## src/rtl/shift_add_multiplier.sv

```systemverilog
// Unsigned WIDTHxWIDTH -> 2*WIDTH shift-and-add multiplier wrapped around an external ripple-carry adder.
// Latency: product valid exactly WIDTH cycles after the accepting edge, for any operand values.
// Backpressure: product held in DONE until out_ready; in_ready is high only in IDLE.
module shift_add_multiplier #(
    parameter int WIDTH = 32
) (
    input  logic                 clk,
    input  logic                 rst_n,
    input  logic                 in_valid,
    output logic                 in_ready,
    input  logic [WIDTH-1:0]     mcand,
    input  logic [WIDTH-1:0]     mplier,
    output logic                 out_valid,
    input  logic                 out_ready,
    output logic [2*WIDTH-1:0]   product,
    output logic                 busy,
    output logic [WIDTH-1:0]     add_a,
    output logic [WIDTH-1:0]     add_b,
    output logic                 add_ci,
    input  logic [WIDTH-1:0]     add_sum,
    input  logic                 add_co
);

    localparam int CW = (WIDTH > 1) ? $clog2(WIDTH) : 1;
    localparam logic [CW-1:0] LAST = CW'(WIDTH - 1);

    typedef enum logic [1:0] {IDLE, RUN, DONE} state_t;

    state_t            state;
    logic [WIDTH-1:0]  mcand_q;
    logic [WIDTH-1:0]  p_hi;
    logic [WIDTH-1:0]  p_lo;
    logic [CW-1:0]     cnt;

    // The adder sees the high half plus the multiplicand gated by the next multiplier bit.
    assign add_a   = p_hi;
    assign add_b   = p_lo[0] ? mcand_q : '0;
    assign add_ci  = 1'b0;
    assign product = {p_hi, p_lo};

    always_ff @(posedge clk or negedge rst_n) begin
        if (!rst_n) begin
            state     <= IDLE;
            mcand_q   <= '0;
            p_hi      <= '0;
            p_lo      <= '0;
            cnt       <= '0;
            in_ready  <= 1'b1;
            out_valid <= 1'b0;
            busy      <= 1'b0;
        end else begin
            case (state)
                IDLE: begin
                    if (in_valid && in_ready) begin
                        mcand_q  <= mcand;
                        p_hi     <= '0;
                        p_lo     <= mplier;
                        cnt      <= '0;
                        state    <= RUN;
                        in_ready <= 1'b0;
                        busy     <= 1'b1;
                    end
                end
                RUN: begin
                    // Carry-out becomes the top product bit as the running sum shifts right.
                    p_hi <= {add_co, add_sum[WIDTH-1:1]};
                    p_lo <= {add_sum[0], p_lo[WIDTH-1:1]};
                    if (cnt == LAST) begin
                        state     <= DONE;
                        out_valid <= 1'b1;
                    end else begin
                        cnt <= cnt + CW'(1);
                    end
                end
                DONE: begin
                    if (out_ready) begin
                        state     <= IDLE;
                        out_valid <= 1'b0;
                        busy      <= 1'b0;
                        in_ready  <= 1'b1;
                    end
                end
                default: begin
                    state     <= IDLE;
                    in_ready  <= 1'b1;
                    out_valid <= 1'b0;
                    busy      <= 1'b0;
                end
            endcase
        end
    end

endmodule

```

## config.mk

```make
export PLATFORM = sky130hd
export DESIGN_NAME = shift_add_multiplier
export DESIGN_NICKNAME = d
export VERILOG_FILES = /design/src/rtl/shift_add_multiplier.sv
export SDC_FILE = /design/constraint.sdc
export NUM_CORES = 1
export LEC_CHECK = 0
export CAP_MARGIN = 20
export CELL_PAD_IN_SITES_DETAIL_PLACEMENT = 0
export CELL_PAD_IN_SITES_GLOBAL_PLACEMENT = 2
export CORE_MARGIN = 2
export CORE_UTILIZATION = 20
export CTS_CLUSTER_DIAMETER = 80
export DETAILED_ROUTE_END_ITERATION = 8
export GPL_ROUTABILITY_DRIVEN = 0
export PLACE_DENSITY_LB_ADDON = 0.1
export SLEW_MARGIN = 20
export SYNTH_ARGS = -nofsm -noshare
export SYNTH_HDL_FRONTEND = slang
export SYNTH_SLANG_ARGS = --single-unit
```

## constraint.sdc

```tcl
create_clock -name clk -period 1.9 [get_ports clk]
set_clock_uncertainty 0.2 [all_clocks]
set_input_delay 0.38 -clock clk [delete_from_list [all_inputs] [get_ports clk]]
set_output_delay 0.38 -clock clk [all_outputs]
set_load 0.05 [all_outputs]
```

# ---- Word-level counts from Yosys, hierarchy flattened
# Index checks and enable logic that the tools add are counted.
dict set report totals {
  regBits 106
  in_bits 101
  output_inout_bits 132
  elab_cells 47
}
dict set report classes {
  add_sub_neg 1
  n_eq_ne 7
  n_mux 20
  bitwise_logic 2
  n_reduce_logical 9
}
# operator n
set ops {}
lappend ops {{case mux 32 bit (2 select lines)} 2}
lappend ops {{two-way mux 32 bit} 3}
lappend ops {{AND reduction 3 bit} 4}
lappend ops {{two-way mux 5 bit} 2}
lappend ops {{case mux 5 bit (2 select lines)} 1}
lappend ops {{case mux 1 bit (3 select lines)} 3}
lappend ops {{inequality test 2 bit, second input constant} 4}
lappend ops {{two-way mux 2 bit} 3}
lappend ops {{case mux 2 bit (3 select lines)} 1}
lappend ops {{adder 5 x 1 -> 5 bit, second input constant} 1}
lappend ops {{== test 5 bit, second input constant} 1}
lappend ops {{two-way mux 1 bit} 5}
lappend ops {{AND reduction 2 bit} 2}
lappend ops {{== test 2 x 1 -> 1 bit, second input constant} 1}
lappend ops {{== test 2 bit, second input constant} 1}
lappend ops {{zero test 2 bit} 1}
lappend ops {{NOT 1 bit} 2}
lappend ops {{nonzero test 2 bit} 1}
lappend ops {{logical AND 1 bit} 1}

# ---- Logic depth before layout (Yosys ltp)
dict set report logic_depth {
  depth_word 3
  depth_mapped 7
  depth_no_buf 6
}

# ---- Worst setup path after synthesis
# OpenSTA, ideal clock, no wires.
dict set report synth_timing {
  path_kind {register to output}
  start {register p_lo[0]}
  end {output port add_b[22]}
  arrival_time_ns 1.364
  required_time_ns 1.320
  setup_slack_ns -0.044
  stages_incl_launch_ff 3
  path_buffers 1
  path_cell_list {dfrtp_1 > clkbuf_1 > and2_1}
}
dict set report synth_via {
  elab_chain_len 1
}
# element line_no
set synth_rtl {}
lappend synth_rtl {{start, declared} 32} ;# logic [WIDTH-1:0] p_lo;
lappend synth_rtl {{start signal, assigned} 57} ;# p_lo <= mplier;
lappend synth_rtl {{start signal, assigned} 67} ;# p_lo <= {add_sum[0], p_lo[WIDTH-1:1]};
lappend synth_rtl {{two-way mux 32 bit} 37} ;# assign add_b = p_lo[0] ? mcand_q : '0;
lappend synth_rtl {{end, declared} 18} ;# output logic [WIDTH-1:0] add_b,
# Every way passes these cells.

# ---- Worst setup path in the final report
dict set report layout_timing {
  start {register p_lo[0]}
  end {output port add_b[15]}
}
# Same word-level chain as after synthesis.

==> impl_results.md <==
- Status: complete, no violations
- Worst EP arrival: 1.30 ns
- Worst hold path type: input pin to asynchronous set/reset pin
- FF+latch count, synth: 106
- Layout cell share with drive strength beyond 1: 28.3%
- Setup TNS Final: 0 ns
- PwrDens: 1800 nW/µm²
- Most common cell after layout, fill and taps aside: nand2_1
- Largest net degree at the start of global routing: 57
- Fin crit share: 99.1%
- Worst-Skew Late Latency: 0.35 ns
- CTS Buf Count: 9
- Root Buffer: clkbuf_16
- Diode count: 0
- Initial antenna violation count: 0
- HPWL Detailed: 11200 µm
- Crit path largest cell delay: 0.42 ns
- Count of buffer and inverter cells on the critical path: 2
- Cell family with most CP delay: flip-flops
- Mapped Avg Cell Area: 8.70 µm²
- Sequential area share after synthesis: 54.6%
- Drt initial violations: 176
- IO Count: 233
- CTS max path bufs: 2
- Crit path capture type: output pin
- Antenna-violating nets left: 0
- Post-Syn Nets: 662
- Area delta synth->final: 64.2%
- Vias in the first global route: 4643
- Fin worst setup slack: 0.0177 ns
- Peak supply drop: 0.827 mV
- Cell mode on critical path: buf_12
- Htree depth: 3
- Critical Path Start Type: flop
- Critical path's slowest cell: dfrtp_1
- Critical path class: flop to output pin
- Synth Flop Type: dfrtp_1
- Number of vias per cell: 4.07
- CTS tree: done
- Synth cell types: 29
- Inst Count DP: 1069
- Core Box Area: 24100 µm²
- CP Max Fanout: 28
- Placed Area: 7590 µm²
- Unrepaired setup endpoints after global routing: true
- Die height: 160 µm
- Post-synth EDFFs: 0
- Nets: 861
- Average routed wire per standard cell: 15.0 µm
- GRT Util Overall: 12.9%
- Worst reg2reg startpoint: cnt[0]
- DRC: 0
- Via count: 4429
- Synth warn: 0
- Leak: 3.88 nW
- Initial Utilization: 20.2%
- Reg2reg path depth: 6
- Critical-path cell list: buf_12 > and2_2 > buf_12
- DP Worst Slack: -0.0896 ns
- Setup-violating endpoint count in the final report: 0
- FF-to-FF End: cnt[0]
- Commonest non-fill, non-tap cells in the layout: 228 x nand2_1, 111 x buf_4, 105 x dfrtp_1
- Rows: 57
- Fmax: 0.531 GHz
- Die area: 25600 µm²
- Netlist Area Pre-Place: 4860 µm²
- Design Power: 14.4 mW
- Async S/R FF share, synth: 100%
- Buffers on Ports: 231
- Max-cap violation count: 0
- Grt total ovfl: 0
- Clock sink count: 106
- WL final: 16300 µm
- Design area: 7990 µm²
- FF-to-FF setup slack: 0.03 ns
- Synth Instances: 559
- Clock transition at path regs: 0.08 ns
- First-pass GRT wire length: 26100 µm
- Hold Vio Cnt, Final: 0
- TritonRoute pass-1 iters: 4
- Die Width: 160 µm
- Slew Limit Fails: 0
- Filler-free cell count of the finished design: 1087
- WP data required: 1.32 ns
- Min Clock Period, post-route: 1.88 ns
[flip-flops by register name, indices dropped and copies added (netlist names)]
name	flops
cnt	5
mcand_q	32
busy	1
p_lo	32
add_a	32
in_ready	1
out_valid	1
state	2
[synthesized netlist by cell type, types with 2 or more instances]
cell      number  area [µm²]
a21oi_1        2        10.0
a22o_1         2        17.5
and2_1        32         200
buf_2         23         115
buf_4         36         270
buf_6          6        67.6
clkbuf_1       4        15.0
dfrtp_1      105        2630
ha_1           2        25.0
inv_1          2        7.51
nand2_1      228         856
nand3_1       96         480
nor2_1         4        15.0
o21ai_0        2        10.0
[power by group]
part           internal, mW  switching [mW]  total [mW]
logic                  2.80            5.51        8.31
registers              3.26           0.758        4.02
clock network          1.14           0.897        2.04
[metrics by stage]
stage / hold slack, ns / utilization [%]
2_1_floorplan: -0.116 / -
3_3_place_gp: 0.0317 / 31.5
3_5_place_dp: 0.0343 / 31.5
4_1_cts: 0.195 / 33.0
5_1_grt: 0.198 / 33.1
6_report: 0.210 / 33.1
[cells by family (layout without fill, tap and decap cells)]
kind of cell    count (synthesis)  count (layout)  share of synthesized area, %
other cells                     1               1                        0.0771
fa+ha+maj                       2               2                         0.514
mux                             2               2                         0.437
xor+xnor                        1               1                         0.180
compound gates                  8               8                          1.11
flops                         106             106                          54.6
buf+inv                        71             275                          9.77
simple gates                  368             368                          33.4
[area by class of cell]
| class | count | area (µm²) |
|---|---|---|
| Clock inverter | 4 | 56.3 |
| Inverter | 2 | 7.51 |
| Sequential cell | 106 | 2650 |
| Timing Repair Buffer | 257 | 2760 |
| Clock buffer | 12 | 267 |
| Fill cell | 2536 | 16100 |
| Tap cell | 324 | 405 |
| Multi-Input combinational cell | 382 | 1840 |
[what timing repair did]
item                                    CTS  global route
endpoints found under the hold margin   105             0
hold buffers                              1             0
pin swaps                                 2             4
gates resized for setup                  12             4
cloned                                    0             0
endpoints found under the setup margin   30            35
setup buffers                             0             1
[how the worst max path moves through the flow]
stage                  start         to  slack, ns  depth (start not counted)
detailed placement  in_valid     cnt[0]      -0.09                          4
global placement    in_valid   p_lo[27]      -0.05                          5
global route          cnt[0]     cnt[0]      -0.05                          6
CTS                  p_lo[0]   add_b[2]     -0.008                          3
finish               p_lo[0]  add_b[15]       0.02                          3
floorplan             cnt[0]     cnt[0]      0.001                          6
[per-layer routing]
layer	part of all wire, %	vias up	track usage, %
met5	0	-	0
li1	-	2150	-
met1	43	2126	15.7
met4	0.97	0	3.24
met2	51	143	22.8
met3	5.2	10	3.06
Note: power is estimated with default switching activity, not from simulation.
